$ cat config.mk
export PLATFORM = sky130hd
export DESIGN_NAME = ram2e_bank_cmd
export DESIGN_NICKNAME = d
export VERILOG_FILES = /design/src/rtl/ram2e_bank_cmd.sv
export SDC_FILE = /design/constraint.sdc
export NUM_CORES = 1
export LEC_CHECK = 0
export CORE_ASPECT_RATIO = 0.75
export CORE_MARGIN = 2
export CORE_UTILIZATION = 35
export CTS_CLUSTER_DIAMETER = 200
export DETAILED_ROUTE_END_ITERATION = 12
export SETUP_SLACK_MARGIN = 0.3
export SKIP_CTS_REPAIR_TIMING = 1
export SLEW_MARGIN = 0
export SYNTH_ARGS = -nofsm -noshare
export SYNTH_HDL_FRONTEND = slang
export SYNTH_SLANG_ARGS = --single-unit
export TNS_END_PERCENT = 30
$ cat constraint.sdc
create_clock -name C14M -period 5.9 [get_ports C14M]
set_clock_uncertainty 0.1 [all_clocks]
set_input_delay 1.475 -clock C14M [delete_from_list [all_inputs] [get_ports C14M]]
set_output_delay 1.475 -clock C14M [all_outputs]
set_load 0.02 [all_outputs]
$ cat src/rtl/ram2e_bank_cmd.sv
// ram2e_bank_cmd
// Snoops Apple IIe CPU cycles on the multiplexed address/data buses and
// decodes writes to the bank-select register and the command port. A small
// unlock/command sequencer adjusts the bank mask and extended-bank enable.
// A registered, masked bank address is handed to the DRAM controller.
//
// Ports:
//   C14M    - master clock; all logic on its rising edge
//   RST     - synchronous active-high reset
//   PHI0    - CPU phase, high during the CPU cycle
//   nPRAS   - Apple row-address strobe (active low)
//   nC07X   - $C070-$C07F decode (active low)
//   nWE     - CPU write (active low)
//   MA      - multiplexed address; the row carries the low address byte
//   MD      - CPU data bus
//   BA      - bank address to DRAM controller (BANKREG & MASK, or 0)
//   MASK    - current bank mask
//   EXTEN   - extended-bank enable
//   WSTB    - one-clock pulse on each committed bank-select write
//   CMDACK  - one-clock pulse when a command executes
module ram2e_bank_cmd #(
    parameter logic [7:0] RESET_MASK = 8'h1F,
    parameter logic [7:0] BANK_PORT  = 8'h73,
    parameter logic [7:0] CMD_PORT   = 8'h79
) (
    input  logic       C14M,
    input  logic       RST,
    input  logic       PHI0,
    input  logic       nPRAS,
    input  logic       nC07X,
    input  logic       nWE,
    input  logic [7:0] MA,
    input  logic [7:0] MD,
    output logic [7:0] BA,
    output logic [7:0] MASK,
    output logic       EXTEN,
    output logic       WSTB,
    output logic       CMDACK
);

    localparam logic [2:0] ST_IDLE     = 3'd0;
    localparam logic [2:0] ST_U1       = 3'd1;
    localparam logic [2:0] ST_U2       = 3'd2;
    localparam logic [2:0] ST_U3       = 3'd3;
    localparam logic [2:0] ST_CMD      = 3'd4;
    localparam logic [2:0] ST_ARG_SIZE = 3'd5;
    localparam logic [2:0] ST_ARG_EN   = 3'd6;

    logic       prev_pras_r;
    logic       prev_phi0_r;
    logic       row_ok_r;
    logic       seen7x_r;
    logic       seenwr_r;
    logic [7:0] alo_r;
    logic [7:0] dlat_r;
    logic [2:0] state_r;
    logic [7:0] bankreg_r;
    logic [7:0] mask_r;
    logic       exten_r;
    logic [7:0] ba_r;
    logic       wstb_r;
    logic       cmdack_r;

    logic       row_latch_s;
    logic       ras_active_s;
    logic       commit_s;
    logic       valid_s;
    logic       bank_wr_s;
    logic       cmd_wr_s;
    logic [2:0] state_nxt_s;
    logic       bank_clr_s;
    logic       mask_ld_s;
    logic       exten_ld_s;
    logic       ack_s;

    assign row_latch_s  = PHI0 & ~nPRAS & prev_pras_r;
    assign ras_active_s = PHI0 & ~nPRAS;
    assign commit_s     = ~PHI0 & prev_phi0_r;
    // row_ok_r guards against a cycle whose RAS fall was missed: such a
    // cycle still sets the SEEN flags but must not commit with a stale ALO.
    assign valid_s      = commit_s & row_ok_r & seen7x_r & seenwr_r;
    assign bank_wr_s    = valid_s & (alo_r == BANK_PORT);
    assign cmd_wr_s     = valid_s & (alo_r == CMD_PORT);

    assign BA     = ba_r;
    assign MASK   = mask_r;
    assign EXTEN  = exten_r;
    assign WSTB   = wstb_r;
    assign CMDACK = cmdack_r;

    // Capture the CPU cycle: row byte, I/O and write flags, write data.
    always_ff @(posedge C14M) begin
        if (RST) begin
            prev_pras_r <= 1'b0;
            prev_phi0_r <= 1'b0;
            row_ok_r    <= 1'b0;
            seen7x_r    <= 1'b0;
            seenwr_r    <= 1'b0;
            alo_r       <= 8'h00;
            dlat_r      <= 8'h00;
        end else begin
            prev_pras_r <= nPRAS;
            prev_phi0_r <= PHI0;
            if (row_latch_s) begin
                alo_r    <= MA;
                row_ok_r <= 1'b1;
                seen7x_r <= ~nC07X;
                seenwr_r <= ~nWE;
            end else if (ras_active_s) begin
                seen7x_r <= seen7x_r | ~nC07X;
                seenwr_r <= seenwr_r | ~nWE;
            end else if (commit_s) begin
                // Consume the cycle so only one commit happens per PHI0 period.
                row_ok_r <= 1'b0;
                seen7x_r <= 1'b0;
                seenwr_r <= 1'b0;
            end else begin
                row_ok_r <= row_ok_r;
                seen7x_r <= seen7x_r;
                seenwr_r <= seenwr_r;
            end
            if (ras_active_s && !nWE) begin
                dlat_r <= MD;
            end else begin
                dlat_r <= dlat_r;
            end
        end
    end

    // Unlock/command sequencer next-state and action decode.
    always_comb begin
        state_nxt_s = state_r;
        bank_clr_s  = 1'b0;
        mask_ld_s   = 1'b0;
        exten_ld_s  = 1'b0;
        ack_s       = 1'b0;
        if (cmd_wr_s) begin
            case (state_r)
                ST_IDLE: state_nxt_s = (dlat_r == 8'hFF) ? ST_U1 : ST_IDLE;
                ST_U1: begin
                    if (dlat_r == 8'h00) begin
                        state_nxt_s = ST_U2;
                    end else begin
                        state_nxt_s = (dlat_r == 8'hFF) ? ST_U1 : ST_IDLE;
                    end
                end
                ST_U2: begin
                    if (dlat_r == 8'h55) begin
                        state_nxt_s = ST_U3;
                    end else begin
                        state_nxt_s = (dlat_r == 8'hFF) ? ST_U1 : ST_IDLE;
                    end
                end
                ST_U3: begin
                    if (dlat_r == 8'hAA) begin
                        state_nxt_s = ST_CMD;
                    end else begin
                        state_nxt_s = (dlat_r == 8'hFF) ? ST_U1 : ST_IDLE;
                    end
                end
                ST_CMD: begin
                    case (dlat_r)
                        8'h52: begin
                            bank_clr_s  = 1'b1;
                            ack_s       = 1'b1;
                            state_nxt_s = ST_IDLE;
                        end
                        8'h53:   state_nxt_s = ST_ARG_SIZE;
                        8'h45:   state_nxt_s = ST_ARG_EN;
                        default: state_nxt_s = ST_IDLE;
                    endcase
                end
                ST_ARG_SIZE: begin
                    mask_ld_s   = 1'b1;
                    ack_s       = 1'b1;
                    state_nxt_s = ST_IDLE;
                end
                ST_ARG_EN: begin
                    exten_ld_s  = 1'b1;
                    ack_s       = 1'b1;
                    state_nxt_s = ST_IDLE;
                end
                default: state_nxt_s = ST_IDLE;
            endcase
        end else begin
            state_nxt_s = state_r;
        end
    end

    // Configuration registers, sequencer state and strobes, updated at commit.
    always_ff @(posedge C14M) begin
        if (RST) begin
            state_r   <= ST_IDLE;
            bankreg_r <= 8'h00;
            mask_r    <= RESET_MASK;
            exten_r   <= 1'b1;
            wstb_r    <= 1'b0;
            cmdack_r  <= 1'b0;
        end else begin
            state_r  <= state_nxt_s;
            wstb_r   <= bank_wr_s;
            cmdack_r <= ack_s;
            if (bank_wr_s) begin
                bankreg_r <= dlat_r;
            end else if (bank_clr_s) begin
                bankreg_r <= 8'h00;
            end else begin
                bankreg_r <= bankreg_r;
            end
            mask_r  <= mask_ld_s ? dlat_r : mask_r;
            exten_r <= exten_ld_s ? dlat_r[0] : exten_r;
        end
    end

    // Registered bank address, one clock behind any configuration change.
    always_ff @(posedge C14M) begin
        if (RST) begin
            ba_r <= 8'h00;
        end else begin
            ba_r <= exten_r ? (bankreg_r & mask_r) : 8'h00;
        end
    end

endmodule

==> metrics, run 1 <==
HP Start row_ok_r; register area share after synthesis 52.0%; post-synthesis cell count 189; startpoint types primary input; Max Clock Freq 0.289 GHz; FF+latch count, synth 51; Worst EP arrival 3610 ps; # IOs 41; Async SR Flop Fraction 0%; synthesized area per cell 10.4 µm²; CP endpoint kind register; worst slack, placed 2110 ps; worst hold margin 369 ps; initial DRC count 174; commonest non-fill, non-tap cells in the layout 51 x dfxtp_1, 40 x clkdlybuf4s50_1, 24 x nor2_1; ys flop type dfxtp_1; RSZ-0062 raised after global routing no; Post-Syn Area 0.00196 mm²; CP Class in -> reg; die width 90.5 µm; reg2reg start alo_r[7]; Logic pwr share 5.5%; worst min path class reg -> reg; H-tree depth 2; Least-Margin Pin Slew 716 ps; CTS Buf Count 5; outcome finished, final reports clean; core area 0.00538 mm²; CTS Sinks 51; Yosys warning total 0; DR WL/cell 13.2 µm; Switch Pwr 130 µW; drc violations 0; setup TNS 0 ps; synth unique cells 39; starting density of the core 36.5%; syn nets 211; dpl hpwl 2790 µm; CTS clock-pin slew for the worst setup and hold paths 90 ps; Area Growth Syn to Fin 28.4%; Final setup viols 0; Port Buf Inserts 40; critical path fanouts, max 9; CTS tree built; reg2reg end bankreg_r[6]; Pleak 0.991 nW; maximum number of pins on one net before global-route repair 28; Clk pwr share 38.9%; switching portion of total power 20.5%; Reg2Reg Setup Slack 3760 ps; Total GRT Usage 13.6%; Final period util 58.7%; total power 636 µW; layout cells sized above 1 6.19%; antenna violations before repair 0; 1st-pass router iterations 4; Root Buffer clkbuf_8; max_slew headroom 52.2%; Hold Fails Final Rpt 0; CTS Buffer Depth 2; first-pass GRT wire length 6580 µm; fin crit period 3460 ps; WHS Path Cells 2; number of synthesized flops with an enable pin 0; commonest non-fill, non-tap cell in the layout dfxtp_1; global route overflow 0; Antenna Cells 0; vias post-DR 1480; # nets final 247; placed cell count 293; Setup crit start PHI0; Seq pwr share 55.6%; Internal 506 µW; Fillers 528; Slew Viols, Final 0; Post-DRT Antenna Nets 0; pwr dens 252 mW/mm²; total wire length 3980 µm; Synth top area share 52.0%; Max-Cap Viols 0; Hold Path End row_ok_r; RePlAce Congestion 0.796; Critical Path RT 6040 ps; die height 68.9 µm; PnR worst setup slack 2440 ps; vias in the first global route 1341; post-route non-filler standard cell count 301; Clk Latency, worst-skew pair 300 ps; Die ar. 0.00623 mm²; Yosys top cell by area dfxtp_1; # rows 23; via/cell ratio 4.92; Synth area leaders dfxtp_1 52%, mux2i_1 10%, nor2_1 4.6%, a22o_1 3.6%, and3_1 3.2%; Worst R2R Path Depth 5; Max IR drop VDD 0.000120 V
## sequential cells by signal, summed over array words and instances (netlist names)
signal	cells
bankreg_r	8
alo_r	8
dlat_r	8
state_r	3
CMDACK	1
prev_pras_r	1
seenwr_r	1
MASK	8
prev_phi0_r	1
WSTB	1
EXTEN	1
BA	8
row_ok_r	1
seen7x_r	1
## how the worst max path moves through the flow
stage	endpoint	slack, ps	depth (start not counted)
4_1_cts	bankreg_r[5]	2400	6
3_3_place_gp	bankreg_r[5]	2110	6
6_report	bankreg_r[6]	2440	6
3_5_place_dp	bankreg_r[5]	2110	6
2_1_floorplan	MASK[3]	2800	6
5_1_grt	bankreg_r[1]	2270	6
## final cells by class
type / instances / area, µm² / share of cell area [%]
Sequential cell: 51 / 1020 / 40.5
Timing Repair Buffer: 41 / 408 / 16.2
Clock buffer: 6 / 82.6 / 3.28
Inverter: 2 / 7.51 / 0.298
Tap cell: 75 / 93.8 / 3.72
Clock inverter: 2 / 35.0 / 1.39
Multi-Input combinational cell: 124 / 872 / 34.6
## stage by stage
stage | util, % | instance area, µm²
final | 46.8 | 2520
after global routing | 46.8 | 2520
after CTS | 46.8 | 2520
after detailed placement | 44.6 | 2400
after global placement | 44.6 | 2400
after floorplan | - | 1960
## kinds of logic (layout without fill, tap and decap cells)
group,Yosys count,in the layout,synth area share [%]
compound gates,27,27,10.8
buf+inv,14,51,3.57
xor+xnor,1,1,0.446
mux,20,20,10.2
simple gates,76,76,23.0
flops,51,51,52.0
## power by group through the flow
stage               combinational, mW  clock [mW]  sequential, mW
finish                         0.0349       0.248           0.353
global route                   0.0381       0.268           0.355
CTS                            0.0354       0.253           0.353
detailed placement             0.0353           0           0.362
global placement               0.0349           0           0.361
floorplan                      0.0176           0           0.359
## cell usage after synthesis (4+ instances only)
cell / instances
and3_1: 10
nor2b_1: 10
a211o_1: 5
nand2_1: 4
clkbuf_1: 8
a21oi_1: 5
nand2b_1: 4
mux2i_1: 20
a22o_1: 8
dfxtp_1: 51
nor2_1: 24
## critical path: stages
cell,delay [ps]
clkdlybuf4s50_1,470
or3b_4,410
nor3_1,220
and3b_1,230
nor2b_1,570
a22o_1,220
## metal layers
metal,track usage (%),vias to the layer above,share of wire (%)
met3,3.91,4,5.8
met4,4.81,0,0.83
met1,19.4,681,53
met5,0,-,0
li1,-,753,-
met2,19.5,42,40
No activity file was read; power rests on OpenSTA's default activity.
==> run 2, diff against run 1 <==
==> constraint.sdc (replaced) <==
create_clock -name C14M -period 3.38 [get_ports C14M]
set_clock_uncertainty 0.1 [all_clocks]
set_input_delay 0.845 -clock C14M [delete_from_list [all_inputs] [get_ports C14M]]
set_output_delay 0.845 -clock C14M [all_outputs]
set_load 0.02 [all_outputs]
==> metrics, run 2 (same netlist as run 1, synthesis figures left out) <==
# rows 23 (unchanged); Final period util 77.1%; Worst path max stage delay 470 ps (-100 ps); total wire length 4060 µm (+1.9%); Buf/Inv on CP 1 (unchanged); Worst EP arrival 2710 ps (-900 ps); Slew Viols, Final 0 (unchanged); Die ar. 0.00623 mm² (unchanged); Internal 939 µW (+86%); CTS Sinks 51 (unchanged); Fillers 517 (-2.1%); 1st-pass router iterations 4 (unchanged); Worst R2R Path Depth 5 (unchanged); PnR worst setup slack 774 ps (-1660 ps); first-pass GRT wire length 6670 µm (+1.4%); Critical Path RT 3480 ps (-2560 ps); layout cells sized above 1 7.42% (+1.2 points); Post-DRT Antenna Nets 0 (unchanged); worst path cell trace clkdlybuf4s50_1, or3b_4, nor4_4, and4_4, nor2b_1, a211o_1; Max IR drop VDD 0.000230 V (+91%); # nets final 250 (+1.2%); startpoint types primary input; Critical Path End MASK[1]; Clk Latency, worst-skew pair 300 ps (about the same); Port Buf Inserts 40 (unchanged); Root Buffer clkbuf_8; Least-Margin Pin Slew 626 ps (-89.8 ps); global route overflow 0 (unchanged); vias in the first global route 1379 (+2.8%); Setup crit start PHI0; outcome finished, final reports clean; max_slew headroom 58.2% (+6.0 points); reg2reg start alo_r[7]; Final Cell Area 0.00256 mm² (+1.6%); Critical Path Slowest Stage Cell clkdlybuf4s50_1; setup TNS 0 ps (unchanged); Switch Pwr 236 µW (+82%); via/cell ratio 4.82 (-1.9%); commonest non-fill, non-tap cell in the layout dfxtp_1; pwr dens 459 mW/mm² (+82%); initial DRC count 81 (-53%); worst slack, placed 442 ps (-1670 ps); critical path fanouts, max 13 (+4); CP endpoint kind register; Final setup viols 0 (unchanged); Seq pwr share 52.5% (-3.1 points); CTS Buffer Depth 2 (unchanged); Max-Cap Viols 0 (unchanged); drc violations 0 (unchanged); reg2reg end MASK[1]; Antenna Cells 0 (unchanged); die width 90.5 µm (unchanged); DR WL/cell 13.3 µm (+0.88%); fin crit period 2610 ps; CTS tree built; CTS clock-pin slew for the worst setup and hold paths 90 ps (about the same); Pleak 1.01 nW (+2.0%); RePlAce Congestion 0.792 (-0.54%); worst min path class reg -> reg; H-tree depth 2 (unchanged); placed inst area 0.00242 mm² (+0.94%); commonest non-fill, non-tap cells in the layout 51 x dfxtp_1, 40 x clkdlybuf4s50_1, 24 x nor2_1; Total GRT Usage 13.7% (+0.15 points); starting density of the core 36.5% (unchanged); antenna violations before repair 0 (unchanged); RSZ-0062 raised after global routing no; CTS Buf Count 5 (unchanged); switching portion of total power 20.1% (-0.34 points); core area 0.00538 mm² (unchanged); Hold Fails Final Rpt 0 (unchanged); Clk pwr share 42.3% (+3.4 points); maximum number of pins on one net before global-route repair 26 (-7.1%); cell family with most CP delay simple AND/OR/NAND/NOR gates; Area Growth Syn to Fin 30.5%; Levels on crit path 6 (unchanged); CP Class in -> reg; die height 68.9 µm (unchanged); Max Clock Freq 0.384 GHz; # IOs 41 (unchanged); vias post-DR 1466 (-0.95%); dpl hpwl 2850 µm (+2.1%); Logic pwr share 5.3% (-0.2 points); Reg2Reg Setup Slack 1460 ps (-2300 ps)
## run 2: changes by cell type in the layout (fill, tap and decap cells not counted)
cell / change
buf_4: +3
bufinv_16: +1
clkbuf_8: -1
clkinv_2: -1
clkinvlp_4: +1
## run 2: worst min-delay path, stage by stage, from the launching register on
cell	delay (ps)
dfxtp_1	320
nand2_1	50
a21oi_1	50
## run 2: layout make-up
type	count	area, µm²	area share (%)
Sequential cell	51	1020	39.9
Multi-Input combinational cell	124	872	34.0
Timing Repair Buffer	44	430	16.8
Tap cell	75	93.8	3.66
Clock buffer	5	68.8	2.69
Clock inverter	3	67.6	2.64
Inverter	2	7.51	0.293
## run 2: metrics by stage
step	power (mW)	std cells	hold slack, ps	util (%)
3_5_place_dp	0.693	296	349	45.1
3_3_place_gp	0.693	296	345	45.1
6_report	1.18	304	357	47.6
5_1_grt	1.22	304	387	47.6
4_1_cts	1.19	304	362	47.6
2_1_floorplan	0.658	189	337	-
## run 2: how the worst min path moves through the flow
stage | from | end | slack (ps) | depth (start not counted)
floorplan | row_ok_r | row_ok_r | 340 | 2
global placement | row_ok_r | row_ok_r | 340 | 2
detailed placement | row_ok_r | row_ok_r | 350 | 2
CTS | row_ok_r | row_ok_r | 360 | 2
global route | row_ok_r | row_ok_r | 390 | 2
finish | row_ok_r | row_ok_r | 360 | 2
## run 2: per-layer routing
metal  wire, µm  global-route usage [%]
met1       2140                    18.9
met3        243                    3.80
met5          0                       0
met2       1630                    20.4
met4         47                    5.77
## run 2: power by group through the flow
stage          Sequential, mW  Clock, mW  Combinational, mW
2_1_floorplan           0.627          0             0.0308
3_3_place_gp            0.631          0             0.0620
3_5_place_dp            0.631          0             0.0623
4_1_cts                 0.617      0.508             0.0624
5_1_grt                 0.618      0.532             0.0673
6_report                0.617      0.497             0.0618
